===== config.mk =====
export PLATFORM = sky130hd
export DESIGN_NAME = alu_arbiter_flat
export DESIGN_NICKNAME = d
export VERILOG_FILES = /design/src/rtl/alu_arbiter_if.sv /design/src/rtl/alu_arbiter.sv /design/src/flat_wrapper.sv
export SDC_FILE = /design/constraint.sdc
export NUM_CORES = 1
export LEC_CHECK = 0
export ABC_AREA = 1
export BUFFER_PORTS_ARGS = -buffer_cell sky130_fd_sc_hd__buf_2
export CAP_MARGIN = 5
export CORE_MARGIN = 5
export CORE_UTILIZATION = 35
export CTS_CLUSTER_SIZE = 28
export DETAILED_ROUTE_END_ITERATION = 12
export MAX_ROUTING_LAYER = met4
export PLACE_DENSITY_LB_ADDON = 0.25
export SLEW_MARGIN = 20
export SYNTH_ARGS = -nofsm -noshare
export SYNTH_HDL_FRONTEND = slang
export SYNTH_SLANG_ARGS = --single-unit

===== constraint.sdc =====
create_clock -name clk -period 1.4 [get_ports clk]
set_clock_uncertainty 0.05 [all_clocks]
set_input_delay 0.14 -clock clk [delete_from_list [all_inputs] [get_ports clk]]
set_output_delay 0.14 -clock clk [all_outputs]
set_load 0.02 [all_outputs]

===== src/rtl/alu_arbiter_if.sv =====
// Request/response bundle between the issue logic and the alu arbiter.
// The master is the issue side (requesters plus result consumer); the slave is the arbiter.
interface alu_arbiter_if #(
    parameter int DATA_W = 32,
    parameter int OP_W   = 6
);
    logic [1:0]        req_valid;
    logic [1:0]        req_ready;
    logic [DATA_W-1:0] req_A0;
    logic [DATA_W-1:0] req_A1;
    logic [DATA_W-1:0] req_B0;
    logic [DATA_W-1:0] req_B1;
    logic [OP_W-1:0]   req_S0;
    logic [OP_W-1:0]   req_S1;
    logic              rsp_valid;
    logic              rsp_ready;
    logic [DATA_W-1:0] rsp_Q;
    logic              rsp_CMP;
    logic              rsp_id;
    logic              rsp_err;

    modport slave (
        input  req_valid, req_A0, req_A1, req_B0, req_B1, req_S0, req_S1, rsp_ready,
        output req_ready, rsp_valid, rsp_Q, rsp_CMP, rsp_id, rsp_err
    );

    modport master (
        output req_valid, req_A0, req_A1, req_B0, req_B1, req_S0, req_S1, rsp_ready,
        input  req_ready, rsp_valid, rsp_Q, rsp_CMP, rsp_id, rsp_err
    );
endinterface


===== src/rtl/alu_arbiter.sv =====
// Round-robin share of one combinational alu between two requesters.
// Operands are registered on the way into the alu, the result on the way out.
// One op in flight: IDLE (accept) -> EXEC (capture alu output) -> RESP (hold until taken).
module alu_arbiter #(
    parameter int DATA_W = 32,
    parameter int OP_W   = 6
) (
    input  logic              clk,
    input  logic              rst_n,
    alu_arbiter_if.slave      bus,
    output logic [DATA_W-1:0] alu_A,
    output logic [DATA_W-1:0] alu_B,
    output logic [OP_W-1:0]   alu_S,
    input  logic [DATA_W-1:0] alu_Q,
    input  logic              alu_CMP
);

    typedef enum logic [1:0] {IDLE = 2'd0, EXEC = 2'd1, RESP = 2'd2} state_e;

    state_e            state_q, state_d;
    logic              last_grant_q, last_grant_d;
    logic [DATA_W-1:0] alu_A_q, alu_A_d;
    logic [DATA_W-1:0] alu_B_q, alu_B_d;
    logic [OP_W-1:0]   alu_S_q, alu_S_d;
    logic              rsp_valid_q, rsp_valid_d;
    logic [DATA_W-1:0] rsp_Q_q, rsp_Q_d;
    logic              rsp_CMP_q, rsp_CMP_d;
    logic              rsp_id_q, rsp_id_d;
    logic              rsp_err_q, rsp_err_d;

    logic [1:0]        grant;
    logic [1:0]        req_ready;
    logic              accept;
    logic              capture;
    logic              rsp_done;
    logic              sel;

    // Round-robin pick: a lone requester always wins; on contention the port
    // that did not win last time goes first.
    always_comb begin
        grant = 2'b00;
        case (bus.req_valid)
            2'b01:   grant = 2'b01;
            2'b10:   grant = 2'b10;
            2'b11:   grant = last_grant_q ? 2'b01 : 2'b10;
            default: grant = 2'b00;
        endcase
    end

    assign sel = grant[1];

    // State register.
    always_ff @(posedge clk or negedge rst_n) begin
        if (!rst_n) state_q <= IDLE;
        else        state_q <= state_d;
    end

    // Next-state: one op walks IDLE -> EXEC -> RESP and returns once the result is taken.
    always_comb begin
        state_d = state_q;
        case (state_q)
            IDLE:    if (accept)   state_d = EXEC;
            EXEC:                  state_d = RESP;
            RESP:    if (rsp_done) state_d = IDLE;
            default:               state_d = IDLE;
        endcase
    end

    // FSM outputs: ready only in IDLE (and never while reset is held), capture in EXEC,
    // response handshake in RESP.
    always_comb begin
        req_ready = 2'b00;
        accept    = 1'b0;
        capture   = 1'b0;
        rsp_done  = 1'b0;
        case (state_q)
            IDLE: begin
                req_ready = rst_n ? grant : 2'b00;
                accept    = rst_n & (|grant);
            end
            EXEC:    capture  = 1'b1;
            RESP:    rsp_done = rsp_valid_q & bus.rsp_ready;
            default: ;
        endcase
    end

    // Datapath next-state: operands load on accept and are held afterwards so the
    // alu inputs do not toggle while idle; illegal class (S[0]==0) zeroes the result.
    always_comb begin
        last_grant_d = last_grant_q;
        alu_A_d      = alu_A_q;
        alu_B_d      = alu_B_q;
        alu_S_d      = alu_S_q;
        rsp_valid_d  = rsp_valid_q;
        rsp_Q_d      = rsp_Q_q;
        rsp_CMP_d    = rsp_CMP_q;
        rsp_id_d     = rsp_id_q;
        rsp_err_d    = rsp_err_q;
        if (accept) begin
            alu_A_d      = sel ? bus.req_A1 : bus.req_A0;
            alu_B_d      = sel ? bus.req_B1 : bus.req_B0;
            alu_S_d      = sel ? bus.req_S1 : bus.req_S0;
            last_grant_d = sel;
            rsp_id_d     = sel;
        end
        if (capture) begin
            rsp_err_d   = ~alu_S_q[0];
            rsp_Q_d     = alu_S_q[0] ? alu_Q : '0;
            rsp_CMP_d   = alu_S_q[0] & alu_CMP;
            rsp_valid_d = 1'b1;
        end
        if (rsp_done) rsp_valid_d = 1'b0;
    end

    // Datapath registers; reset discards any op in flight.
    always_ff @(posedge clk or negedge rst_n) begin
        if (!rst_n) begin
            last_grant_q <= 1'b1;
            alu_A_q      <= '0;
            alu_B_q      <= '0;
            alu_S_q      <= '0;
            rsp_valid_q  <= 1'b0;
            rsp_Q_q      <= '0;
            rsp_CMP_q    <= 1'b0;
            rsp_id_q     <= 1'b0;
            rsp_err_q    <= 1'b0;
        end else begin
            last_grant_q <= last_grant_d;
            alu_A_q      <= alu_A_d;
            alu_B_q      <= alu_B_d;
            alu_S_q      <= alu_S_d;
            rsp_valid_q  <= rsp_valid_d;
            rsp_Q_q      <= rsp_Q_d;
            rsp_CMP_q    <= rsp_CMP_d;
            rsp_id_q     <= rsp_id_d;
            rsp_err_q    <= rsp_err_d;
        end
    end

    assign bus.req_ready = req_ready;
    assign bus.rsp_valid = rsp_valid_q;
    assign bus.rsp_Q     = rsp_Q_q;
    assign bus.rsp_CMP   = rsp_CMP_q;
    assign bus.rsp_id    = rsp_id_q;
    assign bus.rsp_err   = rsp_err_q;
    assign alu_A         = alu_A_q;
    assign alu_B         = alu_B_q;
    assign alu_S         = alu_S_q;

endmodule

===== src/flat_wrapper.sv =====
// flat-port wrapper written by rule: the top's interface ports become plain ports
module alu_arbiter_flat 
#(
    parameter int DATA_W = 32,
    parameter int OP_W   = 6
)
  (clk, rst_n, alu_A, alu_B, alu_S, alu_Q, alu_CMP, bus_req_valid, bus_req_A0, bus_req_A1, bus_req_B0, bus_req_B1, bus_req_S0, bus_req_S1, bus_rsp_ready, bus_req_ready, bus_rsp_valid, bus_rsp_Q, bus_rsp_CMP, bus_rsp_id, bus_rsp_err);
  alu_arbiter_if #(.DATA_W(DATA_W), .OP_W(OP_W)) bus_i ();
  input  logic clk;
  input  logic rst_n;
  output logic [DATA_W-1:0] alu_A;
  output logic [DATA_W-1:0] alu_B;
  output logic [OP_W-1:0] alu_S;
  input  logic [DATA_W-1:0] alu_Q;
  input  logic alu_CMP;
  input wire logic [$bits(bus_i.req_valid)-1:0] bus_req_valid;
  input wire logic [$bits(bus_i.req_A0)-1:0] bus_req_A0;
  input wire logic [$bits(bus_i.req_A1)-1:0] bus_req_A1;
  input wire logic [$bits(bus_i.req_B0)-1:0] bus_req_B0;
  input wire logic [$bits(bus_i.req_B1)-1:0] bus_req_B1;
  input wire logic [$bits(bus_i.req_S0)-1:0] bus_req_S0;
  input wire logic [$bits(bus_i.req_S1)-1:0] bus_req_S1;
  input wire logic [$bits(bus_i.rsp_ready)-1:0] bus_rsp_ready;
  output wire logic [$bits(bus_i.req_ready)-1:0] bus_req_ready;
  output wire logic [$bits(bus_i.rsp_valid)-1:0] bus_rsp_valid;
  output wire logic [$bits(bus_i.rsp_Q)-1:0] bus_rsp_Q;
  output wire logic [$bits(bus_i.rsp_CMP)-1:0] bus_rsp_CMP;
  output wire logic [$bits(bus_i.rsp_id)-1:0] bus_rsp_id;
  output wire logic [$bits(bus_i.rsp_err)-1:0] bus_rsp_err;
  assign bus_i.req_valid = bus_req_valid;
  assign bus_i.req_A0 = bus_req_A0;
  assign bus_i.req_A1 = bus_req_A1;
  assign bus_i.req_B0 = bus_req_B0;
  assign bus_i.req_B1 = bus_req_B1;
  assign bus_i.req_S0 = bus_req_S0;
  assign bus_i.req_S1 = bus_req_S1;
  assign bus_i.rsp_ready = bus_rsp_ready;
  assign bus_req_ready = bus_i.req_ready;
  assign bus_rsp_valid = bus_i.rsp_valid;
  assign bus_rsp_Q = bus_i.rsp_Q;
  assign bus_rsp_CMP = bus_i.rsp_CMP;
  assign bus_rsp_id = bus_i.rsp_id;
  assign bus_rsp_err = bus_i.rsp_err;
  alu_arbiter #(.DATA_W(DATA_W), .OP_W(OP_W)) u_core (.clk(clk), .rst_n(rst_n), .bus(bus_i), .alu_A(alu_A), .alu_B(alu_B), .alu_S(alu_S), .alu_Q(alu_Q), .alu_CMP(alu_CMP));
endmodule

# ---- Yosys cells after proc, flatten, opt, wreduce, memory -nomap -nowiden
# Index checks and enable logic that the tools add are counted.
dict set report op_classes {
  n_reduce_logical 4
  order_cmp 0
  n_shift 0
  n_div 0
  n_bitwise 4
  add_sub_neg 0
  n_eq_ne 7
  mux 16
  multipliers 0
}
# op n
set op_table {}
lappend op_table {{$mux 32} 3}
lappend op_table {{$pmux 2 s3} 2}
lappend op_table {{$mux 2} 5}
lappend op_table {{$eq 2x2->1 const B} 3}
lappend op_table {{$mux 6} 1}
lappend op_table {{$mux 1} 5}
lappend op_table {{$eq 2x1->1 const B} 2}
lappend op_table {{$ne 2x1->1 const B} 2}
lappend op_table {{$and 1x1->1} 3}
lappend op_table {{$logic_not 2->1} 1}
lappend op_table {{$reduce_and 2->1} 1}
lappend op_table {{$reduce_bool 2->1} 1}
lappend op_table {{$reduce_or 2->1} 1}
lappend op_table {{$not 1->1} 1}
dict set report word_totals {
  reg_bits 109
  ram_bits 0
  elab_cells 41
  memories 0
  rom_bits 0
  output_inout_bits 108
  latchBits 0
  inputBits 178
}

# ---- Logic depth before layout (Yosys ltp)
# Gate-level depths: netlist of run 1.
dict set report logic_depth {
  depth_word 7
  ltp_mapped 7
}

# ---- Least setup slack after synthesis of run 1
# Ideal clock, no wire load.
dict set report synth_timing {
  path_type {reg2out}
  startpoint {reg u_core.last_grant_q}
  endpoint {out bus_req_ready[0]}
  slack_ns 0.044
  t_arrival_ns 1.166
  required_time_ns 1.210
  path_stages_with_launch 6
  cell_sequence {dfstp_2 inv_1 nand2_1 nand2_1 buf_2 nor2_1}
}
dict set report synth_between {
  elab_chain_len 4
}
# item line_no
set synth_rtl {}
lappend synth_rtl {{start: declaration} alu_arbiter.sv:21} ;# logic last_grant_q, last_grant_d;
lappend synth_rtl {{start signal: assignment} alu_arbiter.sv:128} ;# last_grant_q <= last_grant_d;
lappend synth_rtl {{$mux 2} alu_arbiter.sv:45} ;# 2'b11: grant = last_grant_q ? 2'b01 : 2'b10;
lappend synth_rtl {{$pmux 2 s3} alu_arbiter.sv:42} ;# case (bus.req_valid)
lappend synth_rtl {{$mux 2} alu_arbiter.sv:78} ;# req_ready = rst_n ? grant : 2'b00;
lappend synth_rtl {{$mux 2} alu_arbiter.sv:76} ;# case (state_q)
lappend synth_rtl {{end: declaration} flat_wrapper.sv:24} ;# output wire logic [$bits(bus_i.req_ready)-1:0] bus_req_ready;
# Every way passes these cells.

# ---- Worst setup path in the final report of run 1
dict set report layout_timing {
  startpoint {reg u_core.state_q[0]}
  endpoint {reg u_core.alu_A_q[12], in the netlist u_core.alu_A[12]}
}
dict set report layout_between {
  elab_chain_len 2
}
# item line_no
set layout_rtl {}
lappend layout_rtl {{start: declaration} alu_arbiter.sv:20} ;# state_e state_q, state_d;
lappend layout_rtl {{start signal: assignment} alu_arbiter.sv:55} ;# else state_q <= state_d;
lappend layout_rtl {{$logic_not 2->1} alu_arbiter.sv:76}
lappend layout_rtl {{$mux 1} alu_arbiter.sv:76}
lappend layout_rtl {{end signal: assignment} alu_arbiter.sv:129} ;# alu_A_q <= alu_A_d;
lappend layout_rtl {{end: declaration} alu_arbiter.sv:22} ;# logic [DATA_W-1:0] alu_A_q, alu_A_d;
# Every way passes these cells.
# A chain may end at the register's enable or synchronous reset.

==> impl_metrics.csv, run 1 <==
group,metric,value,unit
clocking,cts.clk_slew.worst_paths,0.07,ns
final_layout,fin_area,8120,um2
grt,grt_pass1_wl,26900,um
worst_setup_path,path_buf_inv,4,
routing,drt_iter0_drc,260,
final_layout,most-common-layout-cells,"370 x nand2_1, 282 x buf_2, 144 x inv_1, 108 x dfrtp_1, 69 x nand3_1",
place,placed_cells,1218,
power,fin_total_pwr,6.45,mW
final_layout,drive_gt1_frac,0.332,
sta,fmax,0.673,GHz
place,port_buffers,285,
routing,wirelength,18400,um
run,drv_cap,0,
sta,finalCriticalPeriod,1.49,ns
sta,drv_slew,0,
floorplan,rows,45,
grt,grt_util_all_layers,0.192,
floorplan,core,15100,um2
sta,fin_ws,-0.0860,ns
clocking,cts_root_buf,"clkbuf_16",
final_layout,stdcell_count,1286,
worst_setup_path,path_delay_family,"buffers and inverters",
place,place_area,7090,um2
clocking,htreeDepth,3,
worst_setup_path,worstSetupPathType,"reg2reg",
worst_setup_path,rrSetupSlack,-0.09,ns
worst_setup_path,required,1.59,ns
floorplan,start_util,0.356,
floorplan,die_h,134,um
clocking,insertion_delay,0.35,ns
yosys,synth_nets,938,
final_layout,syn_to_final_growth,50.6,%
worst_setup_path,crit_chain,"nor2_1 -> nand2_1 -> buf_4 -> nor2_4 -> buf_12 -> inv_12 -> clkbuf_16 -> nand2_1 -> nand2_1",
sta,rsz0062_at_grt,"true",
routing,first_pass_iters,4,
routing,via_per_inst,4.35,
routing,vias,5597,
grt,first_global_vias,5509,
floorplan,dieArea,18000,um2
sta,worst_slew_pin_slew,0.589,ns
worst_setup_path,slowest_stage,"dfrtp_1",
yosys,synth_top_cell_area_share,0.502,
grt,grt_max_degree,110,
routing,drc,0,
grt,grt_overflow,0,
yosys,yosysTopAreaCell,"dfrtp_1",
grt,antenna_found_initial,3,
power,power_density,794,nW/um2
clocking,cts_tree,"yes",
yosys,yosysWarnings,0,
sta,fin_crit_sh,1.06,
yosys,synth_cells,760,
clocking,cts.sinks,109,
final_layout,nets,1268,
clocking,clockBufferDepth,2,
sta,finalHoldViolCount,0,
yosys,yosysUniqueCellTypes,16,
routing,postRouteAntennaNets,0,
place,gp_congestion,0.800,
worst_setup_path,arrival,1.67,ns
run_status,status,"finished, violations left",
sta,setup_viol,73,
yosys,netlist_area,5390,um2
yosys,syn_avg_cell_area,7.09,um2
clocking,cts_buffers,9,
run_status,violations,"setup timing",
power,leakage,5.11,nW
final_layout,mostFrequentLayoutCell,"nand2_1",
floorplan,ios,286,
worst_setup_path,critical_path.endpoint_type,"flip-flop",
min_path,hold_class,"in2reg",
sta,slew_headroom,0.608,
worst_setup_path,crit_top_cell,"nand2_1",
power,vdd_drop_max,0.583,mV
floorplan,die_w,134,um
yosys,synth-seq-cells,109,
yosys,synth_area_leaders,"dfrtp_1 50%, nand2_1 27%, inv_1 10%, nand3_1 6.7%, buf_2 1.6%",
worst_setup_path,crit_path_start_kind,"flip-flop",
yosys,yosysSeqAreaShare,0.506,
worst_setup_path,cpPeakStageDelay,0.38,ns
place,hpwl,12300,um
routing,detail_route.wl_per_cell,14.3,um
worst_setup_path,critPathMaxFanout,11,
-- cell families (layout without fill, tap and decap cells) --
kind of cell,Yosys count,count (layout),share of synthesized area
other cells,0,3,0
simple gates,469,469,0.347
buf+inv,180,515,0.144
flops,109,109,0.506
compound gates,2,2,0.00255
-- flip-flops by register name, summed over array words and instances, names as in the netlist --
signal                flops
u_core.bus.rsp_valid      1
u_core.bus.rsp_CMP        1
u_core.alu_A             32
u_core.alu_S              6
u_core.alu_B             32
u_core.state_q            2
u_core.bus.rsp_id         1
u_core.bus.rsp_err        1
u_core.last_grant_q       1
u_core.bus.rsp_Q         32
-- timing repair --
| item | 4_1_cts | 5_1_grt |
|---|---|---|
| endpoints found under the setup margin | 2 | 75 |
| gates resized for setup | 16 | 20 |
| gates cloned | 0 | 9 |
| buffers inserted | 4 | 2 |
| pin swaps | 2 | 4 |
| hold endpoints to repair | 141 | 0 |
| hold buffers | 34 | 0 |
-- path summary, 6_finish.rpt --
path | startpoint | endpoint | cells after the start
max | u_core.state_q[0] | u_core.alu_A[12] | 9
min | bus_rsp_ready | u_core.state_q[1] | 4
max reg2reg | u_core.state_q[0] | u_core.alu_A[12] | 9
min reg2reg | u_core.bus.rsp_Q[0] | u_core.bus.rsp_Q[0] | 2
max in group asynchronous | rst_n | u_core.alu_B[7] | 3
min in group asynchronous | rst_n | u_core.alu_A[20] | 3
-- metal layers --
layer | part of all wire | GRT usage | wire (um) | vias to the layer above
met5 | 0 | - | 0 | -
met4 | 0.021 | 0.0667 | 387 | 0
met3 | 0.065 | 0.0420 | 1200 | 27
met2 | 0.49 | 0.324 | 9070 | 198
met1 | 0.42 | 0.228 | 7700 | 2512
li1 | - | - | - | 2860
-- power by group --
group	switching (mW)	internal (mW)	leakage, nW	total (mW)
logic	0.348	0.353	3.62	0.701
registers	0	3.15	1.34	3.15
clock network	1.20	1.40	0.146	2.60
total	1.55	4.90	5.11	6.45
-- cell usage after synthesis --
| master | instances |
|---|---|
| buf_6 | 7 |
| inv_2 | 1 |
| inv_4 | 1 |
| nor2_4 | 2 |
| nor2_1 | 6 |
| dfstp_2 | 1 |
| buf_4 | 7 |
| nand3_1 | 72 |
| inv_1 | 144 |
| o21ai_0 | 1 |
| buf_2 | 17 |
| clkbuf_1 | 3 |
| nor2_2 | 1 |
| dfrtp_1 | 108 |
| o22a_1 | 1 |
| nand2_1 | 388 |
-- metrics by stage --
step	worst slack [ns]	hold slack, ns	util	setup TNS, ns
final	-0.0860	0.0173	0.536	-4.48
after global routing	-0.172	0.0323	0.536	-11.23
after CTS	-0.107	0.00529	0.516	-3.11
after detailed placement	0.0178	0.271	0.468	0
after global placement	0.0436	0.274	0.468	0
after floorplan	0.0441	-0.206	-	0
-- worst register-to-register path: stages, from the launching register on --
cell	delay, ns
dfrtp_1	0.38
nor2_1	0.10
nand2_1	0.07
buf_4	0.15
nor2_4	0.13
buf_12	0.16
inv_12	0.06
clkbuf_16	0.17
nand2_1	0.06
nand2_1	0.06
-- layout make-up --
class,instances,area [um2]
antenna,3,7.51
clock buffer,9,225
clock inverter,7,73.8
fill,1494,7030
inverter,146,561
multi-input combinational,471,1970
sequential,109,2730
tap,188,235
timing repair buffer,353,2320
(Power assumes the default switching activity.)
==> inputs of run 2 (changes only) <==
Settings changed: TNS_END_PERCENT from default to 50.
==> run 2 against run 1 <==
Net effect:
- critical path type unchanged
- critical path depth unchanged
- cell area decreased by 0.86%
- largest power group unchanged
- hold slack improved by 0.0010 ns
- final cell count decreased by 0.23%
- sequential share of layout area increased by 0.29 points
- die area unchanged
- the flow still finishes with violations (setup timing)
==> impl_metrics.csv, run 2 (synthesized netlist as in run 1, its figures left out) <==
group,metric,value,unit
final_layout,drive_gt1_frac,0.331,
power,power_frac_comb,0.108,
power,swShare,0.241,
run_status,status,"finished, violations left",
clocking,cts.sinks,109,
routing,drc,0,
clocking,clockBufferDepth,2,
sta,fmax,0.672,GHz
sta,finalHoldViolCount,0,
floorplan,die_w,134,um
worst_setup_path,crit_top_cell,"nand2_1",
sta,worst_slew_pin_slew,0.585,ns
worst_setup_path,cpPeakStageDelay,0.38,ns
place,port_buffers,285,
floorplan,ios,286,
routing,dr.max_layer_used,"met4",
routing,wirelength,18100,um
clocking,cts_tree,"yes",
routing,wirelength_met1,7620,um
final_layout,syn_to_final_growth,49.3,%
place,hpwl,12300,um
power,pwr-share-seq,0.488,
routing,dr_wl_met3,1160,um
floorplan,start_util,0.356,
power,clkPwrFrac,0.404,
run,drv_cap,0,
routing,postRouteAntennaNets,0,
sta,fin_crit_sh,1.06,
final_layout,fin_area,8050,um2
routing,first_pass_iters,4,
power,power_switching,1.55,mW
routing,via_per_inst,4.33,
grt,antenna_found_initial,3,
worst_setup_path,slowest_stage,"dfrtp_1",
power,internal-power,4.90,mW
sta,fin_setup_tns,-4.61,ns
final_layout,mostFrequentLayoutCell,"nand2_1",
worst_setup_path,arrival,1.67,ns
sta,setup_viol,73,
sta,drv_slew,0,
clocking,cts_buffers,9,
worst_setup_path,path_delay_family,"buffers and inverters",
routing,vias,5560,
clocking,cts_root_buf,"clkbuf_16",
routing,detail_route.wl_per_cell,14.1,um
sta,hold_slack,0.0183,ns
worst_setup_path,crit_path_start_kind,"flip-flop",
sta,fin_ws,-0.0883,ns
worst_setup_path,critical_path.endpoint_type,"flip-flop",
sta,slew_headroom,0.610,
floorplan,dieArea,18000,um2
grt,grt_pass1_wl,26900,um
place,place_ws,0.0178,ns
routing,met2_length,8940,um
floorplan,rows,45,
run_status,violations,"setup timing",
floorplan,die_h,134,um
floorplan,core,15100,um2
min_path,hold_class,"in2reg",
grt,grt_max_degree,110,
sta,finalCriticalPeriod,1.49,ns
grt,grt_util_all_layers,0.192,
place,place_area,7090,um2
worst_setup_path,path_buf_inv,4,
place,gp_congestion,0.800,
clocking,cts.clk_slew.worst_paths,0.07,ns
worst_setup_path,crit_chain,"nor2_1 -> nand2_1 -> buf_4 -> nor2_4 -> buf_12 -> inv_12 -> clkbuf_16 -> nand2_1 -> nand2_1",
grt,grt_overflow,0,
power,vdd_drop_max,0.577,mV
routing,drt_iter0_drc,248,
clocking,insertion_delay,0.35,ns
power,power_density,801,nW/um2
final_layout,nets,1265,
worst_setup_path,critPathMaxFanout,11,
final_layout,most-common-layout-cells,"370 x nand2_1, 282 x buf_2, 144 x inv_1, 108 x dfrtp_1, 69 x nand3_1",
worst_setup_path,worstSetupPathType,"reg2reg",
sta,rsz0062_at_grt,"true",
grt,first_global_vias,5509,
clocking,htreeDepth,3,
power,leakage,5.08,nW
worst_setup_path,required,1.59,ns
==> run 2: changes by cell type in the layout (fill, tap and decap cells not counted), sizes merged <==
cell,change
clkbuf,-2
buf,-1
==> run 2: path summary, 6_finish.rpt <==
| path | slack, ns | startpoint | endpoint | depth (start not counted) |
|---|---|---|---|---|
| worst max-delay path | -0.09 | u_core.state_q[0] | u_core.alu_A[12] | 9 |
| worst min-delay path | 0.02 | bus_rsp_ready | u_core.state_q[1] | 4 |
| worst max register to register | -0.09 | u_core.state_q[0] | u_core.alu_A[12] | 9 |
| worst min register to register | 0.43 | u_core.bus.rsp_Q[2] | u_core.bus.rsp_Q[2] | 2 |
| max in group asynchronous | 0.42 | rst_n | u_core.alu_B[7] | 3 |
| min in group asynchronous | 0.43 | rst_n | u_core.alu_A[20] | 3 |
==> run 2: layout make-up <==
| class | count | area (um2) |
|---|---|---|
| clock inverter | 7 | 73.8 |
| timing repair buffer | 350 | 2250 |
| sequential | 109 | 2730 |
| tap | 188 | 235 |
| clock buffer | 9 | 225 |
| antenna | 3 | 7.51 |
| inverter | 146 | 561 |
| multi-input combinational | 471 | 1970 |
| fill | 1504 | 7100 |
==> run 2: per-stage QoR <==
| step | total power, mW | std cells | utilization |
|---|---|---|---|
| global placement | 3.82 | 1218 | 0.468 |
| floorplan | 3.44 | 760 | - |
| finish | 6.45 | 1283 | 0.531 |
| CTS | 6.54 | 1272 | 0.516 |
| detailed placement | 3.82 | 1218 | 0.468 |
| global route | 6.73 | 1283 | 0.531 |
==> run 2: power by group through the flow <==
| stage | Combinational, mW | Clock, mW | Sequential, mW |
|---|---|---|---|
| global route | 0.802 | 2.78 | 3.14 |
| CTS | 0.706 | 2.69 | 3.14 |
| floorplan | 0.230 | 0 | 3.21 |
| finish | 0.699 | 2.60 | 3.15 |
| global placement | 0.615 | 0 | 3.21 |
| detailed placement | 0.616 | 0 | 3.21 |
==> run 2: per-layer routing <==
layer / GRT usage / vias up
met2: 0.324 / 194
met4: 0.0667 / 0
met5: - / -
li1: - / 2853
met1: 0.228 / 2490
met3: 0.0420 / 23
==> run 2: timing repair <==
item                                   4_1_cts  5_1_grt
endpoints found under the hold margin      141        0
hold buffers                                34        0
buffers inserted                             4        1
pin swaps                                    2        3
setup endpoints to repair                    2       75
gates cloned                                 0        7
resized for setup                           16       20
==> run 2: worst reg2reg max path, stage by stage, from the launching register on <==
cell,delay [ns]
dfrtp_1,0.38
nor2_1,0.10
nand2_1,0.07
buf_4,0.15
nor2_4,0.13
buf_12,0.16
inv_12,0.06
clkbuf_16,0.17
nand2_1,0.06
nand2_1,0.06
==> inputs of run 3 (changes only) <==
Settings changed: CORE_UTILIZATION 35 to 40, SKIP_CTS_REPAIR_TIMING from default to 1.
==> run 3 against run 2 <==
Net effect:
- the run still ends with setup timing left
- via count up 0.20%
- worst setup slack worse by 0.021 ns
- first-iteration DRC count increased by 45%
- clock power is 8.5% lower
- wire length fell by 5.6%
==> impl_metrics.csv, run 3 (synthesized netlist as in run 1, its figures left out) <==
group,metric,value,unit
run_status,status,"finished, violations left",
run_status,violations,"setup timing",
min_path,hold_depth,5,
routing,postRouteAntennaNets,0,
min_path,hold_start,"bus_req_A0[15]",
place,hpwl,11900,um
routing,first_pass_iters,4,
floorplan,core,13200,um2
place,place_ws,-0.0905,ns
sta,rsz0062_at_grt,"true",
floorplan,dieArea,15900,um2
worst_setup_path,critPathMaxFanout,2,
sta,finalHoldViolCount,0,
routing,drc,0,
worst_setup_path,arrival,1.32,ns
power,power_density,790,nW/um2
floorplan,die_h,126,um
place,place_area,7040,um2
final_layout,most-common-layout-cells,"381 x nand2_1, 282 x buf_2, 143 x inv_1, 108 x dfrtp_1, 69 x nand3_1",
grt,grt_max_degree,110,
floorplan,rows,42,
floorplan,ios,286,
clocking,insertion_delay,0.35,ns
power,vdd_drop_max,0.558,mV
sta,worst_slew_pin_slew,0.605,ns
clocking,cts_root_buf,"clkbuf_16",
sta,finalCriticalPeriod,1.51,ns
final_layout,drive_gt1_frac,0.319,
routing,drt_iter0_drc,359,
grt,grt_overflow,0,
worst_setup_path,worstSetupPathType,"reg2out",
grt,grt_pass1_wl,25100,um
worst_setup_path,required,1.21,ns
min_path,min_to,"u_core.alu_A[15]",
min_path,hold_class,"in2reg",
sta,setup_viol,14,
clocking,cts_buffers,9,
grt,first_global_vias,5129,
floorplan,die_w,126,um
worst_setup_path,r2r_cells,7,
grt,antenna_found_initial,2,
clocking,cts.sinks,109,
final_layout,fin_area,7940,um2
final_layout,syn_to_final_growth,47.3,%
worst_setup_path,crit_path_start_kind,"flip-flop",
power,leakage,5.01,nW
floorplan,start_util,0.407,
worst_setup_path,rrSetupSlack,-0.04,ns
routing,wirelength,17100,um
clocking,htreeDepth,3,
worst_setup_path,critical_path.endpoint_type,"output pin",
clocking,clockBufferDepth,2,
worst_setup_path,reg2reg_from,"u_core.last_grant_q",
place,gp_congestion,0.858,
sta,fin_ws,-0.109,ns
run,drv_cap,0,
routing,via_per_inst,4.40,
final_layout,mostFrequentLayoutCell,"nand2_1",
clocking,cts_tree,"yes",
sta,drv_slew,0,
sta,fmax,0.663,GHz
clocking,cts.clk_slew.worst_paths,0.07,ns
place,port_buffers,285,
final_layout,nets,1261,
routing,vias,5571,
sta,fin_crit_sh,1.08,
grt,grt_util_all_layers,0.202,
sta,slew_headroom,0.597,
routing,detail_route.wl_per_cell,13.5,um
worst_setup_path,r2r-end,"u_core.alu_B[20]",
==> run 3: area by class of cell <==
| type | count | area [um2] |
|---|---|---|
| antenna | 2 | 5.00 |
| clock buffer | 10 | 229 |
| clock inverter | 6 | 48.8 |
| fill | 1274 | 5310 |
| inverter | 146 | 561 |
| multi-input combinational | 471 | 1950 |
| sequential | 109 | 2730 |
| tap | 176 | 220 |
| timing repair buffer | 346 | 2200 |
==> run 3: worst max-delay path: stages (launching register included) <==
cell	delay [ns]
dfstp_2	0.55
inv_2	0.05
nand2_2	0.07
nand2_4	0.08
nor2_4	0.10
buf_6	0.12
==> run 3: power by group <==
group / switching (mW) / leakage [nW] / total (mW) / internal, mW
registers: 0 / 1.34 / 3.15 / 3.15
clock network: 1.16 / 0.119 / 2.38 / 1.22
logic: 0.356 / 3.55 / 0.740 / 0.384
==> run 3: stage by stage <==
stage               cells   util  hold slack (ns)  power (mW)  setup TNS (ns)
floorplan             760      -           -0.206        3.44               0
finish               1266  0.599           0.0270        6.27          -0.403
global placement     1205  0.531            0.250        3.82           -1.14
detailed placement   1205  0.531            0.246        3.82           -3.59
global route         1266  0.599           0.0375        6.58           -2.82
CTS                  1221  0.552           -0.139        6.22           -4.92
==> run 3: worst max path at each step <==
stage	start	end	slack, ns
3_5_place_dp	u_core.state_q[1]	u_core.alu_B[11]	-0.09
2_1_floorplan	u_core.last_grant_q	bus_req_ready[0]	0.04
3_3_place_gp	u_core.state_q[1]	u_core.alu_B[7]	-0.04
4_1_cts	u_core.state_q[1]	bus_req_ready[1]	-0.24
6_report	u_core.last_grant_q	bus_req_ready[0]	-0.11
5_1_grt	u_core.last_grant_q	bus_req_ready[0]	-0.15
==> run 3: per-layer routing <==
metal	part of all wire	vias up	GRT usage
met5	0	-	-
met4	0.019	0	0.0637
met3	0.066	17	0.0580
met2	0.50	198	0.329
met1	0.42	2512	0.244
li1	-	2844	-
